### config.mk
export PLATFORM = sky130hd
export DESIGN_NAME = sdpram_bist_engine
export DESIGN_NICKNAME = d
export VERILOG_FILES = /design/src/rtl/sdpram_bist_engine.sv
export SDC_FILE = /design/constraint.sdc
export NUM_CORES = 1
export LEC_CHECK = 0
export ABC_CLOCK_PERIOD_IN_PS = 2850
export BUFFER_PORTS_ARGS = -buffer_cell sky130_fd_sc_hd__clkbuf_2
export CAP_MARGIN = 10
export CORE_MARGIN = 1
export CORE_UTILIZATION = 49
export CTS_CLUSTER_SIZE = 16
export DETAILED_ROUTE_END_ITERATION = 6
export GPL_TIMING_DRIVEN = 1
export MAX_ROUTING_LAYER = met4
export PLACE_DENSITY = 0.82
export SLEW_MARGIN = 15
export SYNTH_ARGS = -nofsm -noshare
export SYNTH_HDL_FRONTEND = slang
export SYNTH_SLANG_ARGS = --single-unit
### constraint.sdc
create_clock -name wr_clk -period 2.85 [get_ports wr_clk]
set_clock_uncertainty 0.2 [all_clocks]
set_input_delay 0.285 -clock wr_clk [delete_from_list [all_inputs] [get_ports wr_clk]]
set_output_delay 0.285 -clock wr_clk [all_outputs]
set_load 0.05 [all_outputs]
### src/rtl/sdpram_bist_engine.sv
// sdpram_bist_engine: fill / read-back / compare BIST sequencer for simple-dual-port RAMs
module sdpram_bist_engine #(
    parameter int ADDR_WIDTH    = 10,
    parameter int DATA_WIDTH    = 32,
    parameter int BE_WIDTH      = 4,
    parameter int RD_LATENCY    = 1,
    parameter int ERR_CNT_WIDTH = 3
) (
    input  logic                     wr_clk,
    input  logic                     tb_wr_rst,
    input  logic                     start,
    input  logic [1:0]               mode,
    output logic                     busy,
    output logic                     done,
    output logic                     pass,
    output logic [ERR_CNT_WIDTH-1:0] err_cnt,
    output logic [ADDR_WIDTH-1:0]    first_err_addr,
    output logic                     mem_wr_en,
    output logic [ADDR_WIDTH-1:0]    mem_wr_addr,
    output logic [DATA_WIDTH-1:0]    mem_wr_data,
    output logic [BE_WIDTH-1:0]      mem_wr_byte_en,
    output logic                     mem_rd_en,
    output logic [ADDR_WIDTH-1:0]    mem_rd_addr,
    input  logic [DATA_WIDTH-1:0]    mem_rd_data
);
    typedef enum logic [2:0] {IDLE, WRITE, GAP, READ, DRAIN, DONE} state_t;
    state_t                  state, state_nxt;
    logic [ADDR_WIDTH:0]     cnt, cnt_nxt;
    logic [1:0]              mode_q;
    logic [RD_LATENCY-1:0]   vld_pipe;
    logic [ADDR_WIDTH-1:0]   addr_pipe [RD_LATENCY];
    logic                    accept;
    logic                    mismatch;

    // Pattern word for address a; the 0xA..A base is truncated/extended to DATA_WIDTH
    function automatic logic [DATA_WIDTH-1:0] pattern(input logic [1:0] m, input logic [ADDR_WIDTH-1:0] a);
        logic [DATA_WIDTH-1:0] ext;
        logic [DATA_WIDTH-1:0] alt;
        ext = DATA_WIDTH'(a);
        alt = DATA_WIDTH'({(DATA_WIDTH + 1) / 2{2'b10}});
        return m == 2'd0 ? ~ext : m == 2'd1 ? ext : (a[0] ^ m[0]) ? ~alt : alt;
    endfunction

    assign accept         = start && (state == IDLE || state == DONE);
    assign busy           = state != IDLE && state != DONE;
    assign done           = state == DONE;
    assign pass           = done && err_cnt == '0;
    assign mem_wr_en      = state == WRITE;
    assign mem_wr_addr    = mem_wr_en ? cnt[ADDR_WIDTH-1:0] : '0;
    assign mem_wr_data    = mem_wr_en ? pattern(mode_q, cnt[ADDR_WIDTH-1:0]) : '0;
    assign mem_wr_byte_en = {BE_WIDTH{mem_wr_en}};
    assign mem_rd_en      = state == READ;
    assign mem_rd_addr    = mem_rd_en ? cnt[ADDR_WIDTH-1:0] : '0;
    assign mismatch       = vld_pipe[RD_LATENCY-1] &&
                            mem_rd_data != pattern(mode_q, addr_pipe[RD_LATENCY-1]);

    // Next state and address/drain counter; the counter MSB marks the wrap out of WRITE/READ
    always_comb begin
        state_nxt = state;
        cnt_nxt   = cnt + 1'b1;
        case (state)
            IDLE, DONE: begin
                cnt_nxt = '0;
                if (start) state_nxt = WRITE;
            end
            WRITE: if (cnt_nxt[ADDR_WIDTH]) begin
                state_nxt = GAP;
                cnt_nxt   = '0;
            end
            GAP: begin
                state_nxt = READ;
                cnt_nxt   = '0;
            end
            READ: if (cnt_nxt[ADDR_WIDTH]) begin
                state_nxt = DRAIN;
                cnt_nxt   = '0;
            end
            DRAIN: if (cnt == (ADDR_WIDTH + 1)'(RD_LATENCY)) begin
                state_nxt = DONE;
                cnt_nxt   = '0;
            end
            default: state_nxt = IDLE;
        endcase
    end

    // State, counter and latched pattern mode
    always_ff @(posedge wr_clk or posedge tb_wr_rst) begin
        if (tb_wr_rst) begin
            state  <= IDLE;
            cnt    <= '0;
            mode_q <= 2'd0;
        end else begin
            state <= state_nxt;
            cnt   <= cnt_nxt;
            if (accept) mode_q <= mode;
        end
    end

    // Read-valid/address pipeline aligned with the RAM read latency
    always_ff @(posedge wr_clk or posedge tb_wr_rst) begin
        if (tb_wr_rst) begin
            vld_pipe <= '0;
            for (int i = 0; i < RD_LATENCY; i++) addr_pipe[i] <= '0;
        end else begin
            vld_pipe[0]  <= mem_rd_en;
            addr_pipe[0] <= mem_rd_addr;
            for (int i = 1; i < RD_LATENCY; i++) begin
                vld_pipe[i]  <= vld_pipe[i-1];
                addr_pipe[i] <= addr_pipe[i-1];
            end
        end
    end

    // Saturating mismatch counter; first failing address captured on the 0 -> 1 step only
    always_ff @(posedge wr_clk or posedge tb_wr_rst) begin
        if (tb_wr_rst) begin
            err_cnt        <= '0;
            first_err_addr <= '0;
        end else if (accept) begin
            err_cnt        <= '0;
            first_err_addr <= '0;
        end else if (mismatch) begin
            if (err_cnt != '1) err_cnt <= err_cnt + 1'b1;
            if (err_cnt == '0) first_err_addr <= addr_pipe[RD_LATENCY-1];
        end
    end
endmodule

==> summary.txt, run 1 <==
Run status
  – Status: completed

Place
  – DPL Wire Length: between 5000 and 6000 µm
  – Final Wtd Congestion: roughly 0.95
  – Pre-CTS setup slack: 0.281 ns
  – I/O Buffers: 110

Yosys
  – Distinct cell type count after synthesis: 47
  – Syn Area/Cell: 8.65 µm²
  – Synth Area in Compound Gates: 6.94%
  – FF+latch count, synth: 40
  – Adder-Cell Fraction of Synth Area: 2.24%
  – Xor/xnor share of the synthesized area: 12.5%
  – Count leader, synth: nor2_1
  – Asr flop ratio synth: 100%
  – Syn Nets: 365
  – Mux share of post-synthesis cell area: under 10%
  – YS warnings: 0
  – Top cells by count, synth: 43 x nor2_1, 40 x dfrtp_1, 35 x nand2_1
  – Cell taking the most area after synthesis: dfrtp_1
  – Largest family of logic cells by synthesized area: simple AND/OR/NAND/NOR gates
  – Synth Area in Simple Gates: 24.0%
  – Syn Inst Count: 323
  – Most used flip-flop cell after synthesis: dfrtp_1
  – Sequential area share after synthesis: 35.8%
  – Post-synth top area share: roughly 36%
  – Synth top area cells: dfrtp_1 36%, xnor2_1 7.2%, mux2i_1 6.8%, buf_4 6.7%, nor2_1 5.8%
  – Synth Cell Area: 0.00279 mm²
  – EDFF count, synth: 0

Floorplanning
  – Die ar.: ~0.006 mm²
  – Initial Utilization: 50.7%
  – Die width: 77.5 µm
  – Core area: around 0.0055 mm²
  – Standard-cell rows: 27
  – IO Count: 111
  – DIE HEIGHT: around 78 µm

GRT
  – Largest net degree at the start of global routing: 25
  – Initial antenna violation count: 0
  – First-pass GRT wire length: around 11000 µm
  – Total GRT Usage: 22.8%
  – Vias in the first global route: 2300
  – GR Overflow Total: 0

STA
  – Setup violators final: 0
  – FMAX: 0.389 GHz
  – Crit path time final: approximately 2.6 ns
  – Worst-margin pin slew: 0.850 ns
  – Hold_ws: 0.0465 ns
  – Final worst setup slack: ~0.28 ns
  – Final TNS setup: 0 ns
  – Final period util: 90.2%
  – RSZ-0062 raised after global routing: false
  – Slew headroom: 43.3%
  – Hold Vio Cnt, Final: 0
  – Slew Limit Fails: 0

Critical path
  – Slowest CP cell: dfrtp_1
  – CP Buf/Inv Count: 1
  – Worst Setup Start Kind: register
  – Crit. End Element: register
  – CP arrival: 2.58 ns
  – CP max stage delay: 0.68 ns
  – CP required: 2.86 ns
  – CP Cell Sequence: xnor2_1 -> xnor2_1 -> or3b_1 -> nor4_1 -> nand4_1 -> nand4b_1 -> buf_4 -> mux2i_1
  – Most numerous cell on the critical path: xnor2_1
  – CP top delay family: simple AND/OR/NAND/NOR gates
  – Crit Path Class: register to register
  – Worst Path Max Fanout: 13

Detailed routing
  – 1st-iter DRT viols: 154
  – DR vias: around 2500
  – Vias per cell: ~5.2
  – Post-DR wirelength/cell: 13.4 µm
  – Post-DRT Antenna Nets: 0
  – DRC: 0
  – DR pass1 iterations: 4
  – Final wirelength: 6510 µm

Power
  – PwrDens: 689 mW/mm²
  – Worst vdd rail ir drop: 1.00 mV
  – LEAKAGE: 1.79 nW

CTS
  – Setup Buffers After CTS: 0
  – Clock root cell: clkbuf_8
  – Clock latency on the worst-skew pair: about 0.29 ns
  – Maximum clock insertion buffer count: 2
  – Clock sink total: 40
  – TritonCTS clock tree: built
  – CTS H-Tree Depth: 2
  – Total CTS buffers: 5
  – Resized cells post-CTS: 0
  – Clock slew at reported path FFs: ~0.07 ns

Run
  – Max-cap check violation count: 0

Layout
  – Nets: about 460
  – Diodes inserted: 0
  – Layout area overhead: 21.2%
  – Share of cells above drive strength 1: 33.7%

Min path
  – Hold/Removal Path Class: input port to register
-- placed cells by master, fill, tap and decap left out, types with 2 or more instances in the layout --
| master | Yosys | final |
|---|---|---|
| a21oi_1 | 6 | 6 |
| and2_1 | 8 | 8 |
| and3_1 | 6 | 6 |
| buf_4 | 25 | 13 |
| clkbuf_2 | 0 | 110 |
| clkbuf_8 | 0 | 7 |
| dfrtp_1 | 40 | 40 |
| ha_1 | 5 | 5 |
| inv_1 | 12 | 12 |
| mux2_2 | 2 | 2 |
| mux2i_1 | 19 | 19 |
| nand2_1 | 35 | 35 |
| nand2b_1 | 3 | 3 |
| nand3_1 | 9 | 9 |
| nand3b_1 | 3 | 3 |
| nand4_1 | 6 | 6 |
| nor2_1 | 43 | 41 |
| nor2_2 | 0 | 2 |
| nor2b_1 | 4 | 4 |
| nor3_1 | 4 | 4 |
| nor4_1 | 3 | 3 |
| o21ai_0 | 8 | 8 |
| o22ai_1 | 2 | 2 |
| o31ai_1 | 2 | 2 |
| or2_2 | 2 | 2 |
| or4_1 | 4 | 4 |
| xnor2_1 | 23 | 23 |
| xor2_1 | 17 | 17 |
-- path summary, 6_finish.rpt --
| path | cells after the start | slack (ns) | endpoint | from |
|---|---|---|---|---|
| min in group asynchronous | 3 | 0.48 | cnt[10]$_DFF_PP0_ | tb_wr_rst |
| max in group asynchronous | 4 | 1.30 | first_err_addr[5]$_DFFE_PP0P_ | tb_wr_rst |
| max reg2reg | 8 | 0.28 | first_err_addr[9]$_DFFE_PP0P_ | mode_q[0]$_DFFE_PP0P_ |
| max | 8 | 0.28 | first_err_addr[9]$_DFFE_PP0P_ | mode_q[0]$_DFFE_PP0P_ |
| min | 2 | 0.05 | mode_q[0]$_DFFE_PP0P_ | mode[0] |
| min reg2reg | 2 | 0.33 | first_err_addr[5]$_DFFE_PP0P_ | first_err_addr[5]$_DFFE_PP0P_ |
-- state kept, by name (all words and copies together), names as in the netlist --
register / flops
addr_pipe: 10
mode_q: 2
cnt: 11
state: 3
err_cnt: 3
first_err_addr: 10
vld_pipe: 1
-- metal layers --
layer	part of all wire (%)	global-route usage, %	vias to the layer above
met1	44	28.1	1172
met3	6.1	4.82	15
li1	-	-	1241
met5	0	-	-
met2	48	37.8	95
met4	1.9	6.42	0
-- final cells by class --
class | count | area (µm²)
multi-input combinational | 232 | 1500
sequential | 40 | 1000
tap | 72 | 90.1
timing repair buffer | 124 | 658
clock buffer | 7 | 96.3
fill | 480 | 2120
inverter | 12 | 45.0
-- per-stage QoR --
step | instances | util, % | area (µm²) | power, mW
after global placement | 479 | 59.6 | 3280 | 1.92
final | 487 | 61.5 | 3390 | 2.33
after floorplan | 323 | - | 2800 | 1.75
after detailed placement | 479 | 59.6 | 3280 | 1.93
after global routing | 487 | 61.5 | 3390 | 2.45
after CTS | 487 | 61.5 | 3390 | 2.34
-- cells by family (layout without fill, tap and decap cells) --
| family | count (synthesis) | after routing |
|---|---|---|
| compound gates | 29 | 29 |
| flops | 40 | 40 |
| buf+inv | 51 | 143 |
| mux | 21 | 21 |
| fa+ha+maj | 5 | 5 |
| xor+xnor | 40 | 40 |
| simple gates | 137 | 137 |
-- what timing repair did --
item / 4_1_cts / 5_1_grt
hold buffers: 1 / 0
endpoints found under the setup margin: 0 / 0
hold endpoints to repair: 22 / 0
-- where the power goes --
group | leakage (nW) | switching [mW] | internal, mW | total [mW]
Sequential | 0.537 | 0.0861 | 0.616 | 0.703
Combinational | 1.21 | 0.914 | 0.313 | 1.23
Clock | 0.0503 | 0.187 | 0.216 | 0.403
Total | 1.79 | 1.19 | 1.14 | 2.33
Note: power is estimated with default switching activity, not from simulation.
==> inputs of run 2 (changes only) <==
ABC_CLOCK_PERIOD_IN_PS = 2810   (was 2850)
clock period = 2.81 ns   (was 2.85 ns; I/O delays follow)
==> run 2 against run 1 <==
- hold slack lost 0.029 ns
- final area is essentially flat
- maximum frequency shrank 3.5%
- utilization is essentially flat
- combinational power is essentially flat
- critical path type unchanged
==> summary.txt, run 2 (same netlist as run 1, synthesis figures left out) <==
Detailed routing
  – DR vias: 2526 (was 2523)
  – Final wirelength: 6420 µm (was 6510 µm)
  – Post-DR wirelength/cell: 13.2 µm (was 13.4 µm)
  – Vias per cell: 5.19 (was 5.18)
  – Post-DRT Antenna Nets: 0 (unchanged)
  – DRC: 0 (unchanged)
  – 1st-iter DRT viols: 134 (was 154)
  – DR pass1 iterations: 5 (was 4)

Critical path
  – CP max stage delay: 0.51 ns (was 0.68 ns)
  – Crit. End Element: register (unchanged)
  – CP top delay family: simple AND/OR/NAND/NOR gates (unchanged)
  – Worst Setup Start Kind: register (unchanged)
  – Worst Path Max Fanout: 10 (was 13)
  – CP required: 2.82 ns (was 2.86 ns)
  – Crit Path Class: register to register (unchanged)
  – CP Cell Sequence: or2b_4 -> xnor2_1 -> or4_1 -> a211oi_2 -> nand4_1 -> nand4b_1 -> buf_4 -> mux2i_1 (was xnor2_1 -> xnor2_1 -> or3b_1 -> nor4_1 -> nand4_1 -> nand4b_1 -> buf_4 -> mux2i_1)
  – Register-to-register setup slack: 0.15 ns (was 0.28 ns)
  – CP Buf/Inv Count: 1 (unchanged)
  – Slowest CP cell: or4_1 (was dfrtp_1)
  – CP arrival: 2.67 ns (was 2.58 ns)

Floorplanning
  – Core area: 0.00551 mm² (unchanged)
  – Die ar.: 0.00601 mm² (unchanged)
  – Die width: 77.5 µm (unchanged)
  – DIE HEIGHT: 77.5 µm (unchanged)
  – IO Count: 111 (unchanged)
  – Initial Utilization: 50.7% (unchanged)
  – Standard-cell rows: 27 (unchanged)

Layout
  – Max reg flops: 11 (unchanged)
  – Area of the multi-input gates: 0.00151 mm² (was 0.00150 mm²)
  – Top reg by flops: cnt (unchanged)
  – Filler instances: 495 (was 480)
  – Diodes inserted: 0 (unchanged)
  – FF+latch area: 0.00100 mm² (about the same)
  – Nets: 456 (was 457)
  – Layout area overhead: 21.1% (was 21.2%)
  – Largest registers: cnt x11, addr_pipe x10, first_err_addr x10 (unchanged)
  – Commonest non-fill, non-tap cell in the layout: clkbuf_2 (unchanged)
  – Final Util: 61.4% (was 61.5%)
  – Share of cells above drive strength 1: 33.5% (was 33.7%)
  – Most frequent cells in the layout: 110 x clkbuf_2, 41 x nor2_1, 39 x dfrtp_1, 35 x nand2_1, 23 x xnor2_1 (was 110 x clkbuf_2, 41 x nor2_1, 40 x dfrtp_1, 35 x nand2_1, 23 x xnor2_1)

GRT
  – Vias in the first global route: 2377 (was 2300)
  – Largest net degree at the start of global routing: 41 (was 25)
  – First-pass GRT wire length: 10500 µm (about the same)
  – Total GRT Usage: 22.6% (was 22.8%)
  – Initial antenna violation count: 0 (unchanged)
  – GR Overflow Total: 0 (unchanged)

STA
  – Crit path time final: 2.66 ns (was 2.57 ns)
  – Final worst setup slack: 0.146 ns (was 0.281 ns)
  – Slew Limit Fails: 0 (unchanged)
  – Worst-margin pin slew: 0.481 ns (was 0.850 ns)
  – Final period util: 94.8% (was 90.2%)
  – Hold Vio Cnt, Final: 0 (unchanged)
  – Final TNS setup: 0 ns (unchanged)
  – Slew headroom: 67.9% (was 43.3%)
  – Setup violators final: 0 (unchanged)
  – FMAX: 0.375 GHz (was 0.389 GHz)
  – RSZ-0062 raised after global routing: false (unchanged)

CTS
  – Clock latency on the worst-skew pair: 0.29 ns (about the same)
  – Total CTS buffers: 5 (unchanged)
  – TritonCTS clock tree: built (unchanged)
  – Maximum clock insertion buffer count: 2 (unchanged)
  – Clock root cell: clkbuf_8 (unchanged)
  – Setup Buffers After CTS: 0 (unchanged)
  – Clock sink total: 40 (unchanged)
  – Clock slew at reported path FFs: 0.08 ns (was 0.07 ns)
  – CTS H-Tree Depth: 2 (unchanged)

Power
  – PwrDens: 695 mW/mm² (was 689 mW/mm²)
  – Total power: 2.35 mW (was 2.33 mW)
  – Worst vdd rail ir drop: 0.815 mV (was 1.00 mV)
  – LEAKAGE: 1.79 nW (about the same)

Run status
  – Status: completed (unchanged)

Run
  – Max-cap check violation count: 0 (unchanged)

Place
  – Final Wtd Congestion: 0.903 (was 0.954)
  – DPL Wire Length: 5020 µm (was 5090 µm)
  – I/O Buffers: 110 (unchanged)
  – Pre-CTS setup slack: 0.114 ns (was 0.281 ns)

Min path
  – Hold/Removal Path Class: input port to register (unchanged)
-- run 2: changes by cell type in the layout (fill, tap and decap cells not counted) --
cell      change
clkbuf_8      -1
dfrtp_1       -1
nor2_4        +2
buf_4         -1
nor2_2        -2
dfrtp_2       +1
clkbuf_1      +2
-- run 2: worst register-to-register path, delay by kind of cell, from the launching register on --
family / cells / cell delay [ns]
mux: 1 / 0.23
flops: 1 / 0.44
buf+inv: 1 / 0.22
simple gates: 4 / 1.15
compound gates: 1 / 0.20
xor+xnor: 1 / 0.14
-- run 2: final timing paths --
check	depth (start not counted)	end	start
setup / recovery	8	first_err_addr[8]$_DFFE_PP0P_	mode_q[1]$_DFFE_PP0P_
hold / removal	2	mode_q[0]$_DFFE_PP0P_	mode[0]
setup reg to reg	8	first_err_addr[8]$_DFFE_PP0P_	mode_q[1]$_DFFE_PP0P_
hold reg to reg	1	state[1]$_DFFE_PP0P_	state[2]$_DFFE_PP0P_
max in group asynchronous	4	mode_q[1]$_DFFE_PP0P_	tb_wr_rst
min in group asynchronous	4	cnt[10]$_DFF_PP0_	tb_wr_rst
-- run 2: cell type report --
type	instances	area share (%)
Tap cell	72	2.66
Clock buffer	8	2.66
Multi-Input combinational cell	232	44.5
Sequential cell	40	29.6
Inverter	12	1.33
Timing Repair Buffer	123	19.2
-- run 2: through the flow --
step / hold WS (ns) / instance area [µm²] / instances
2_1_floorplan: 0.232 / 2810 / 323
5_1_grt: 0.0277 / 3380 / 487
3_3_place_gp: 0.201 / 3280 / 478
6_report: 0.0173 / 3380 / 487
4_1_cts: 0.0108 / 3380 / 487
3_5_place_dp: 0.204 / 3280 / 478
-- run 2: report_power, final --
part           leakage (nW)  internal [mW]  switching [mW]
clock network        0.0455          0.200           0.194
logic                  1.21          0.320           0.932
registers             0.536          0.626          0.0790
-- run 2: timing repair --
item,4_1_cts,5_1_grt
endpoints found under the setup margin,0,1
hold endpoints to repair,40,0
gates resized for setup,0,1
hold buffers,1,0
-- run 2: per-layer routing --
metal,GRT usage [%],share of wire (%)
met1,27.8,42
met2,38.0,49
met3,3.29,6.7
met4,7.92,2.1
met5,-,0
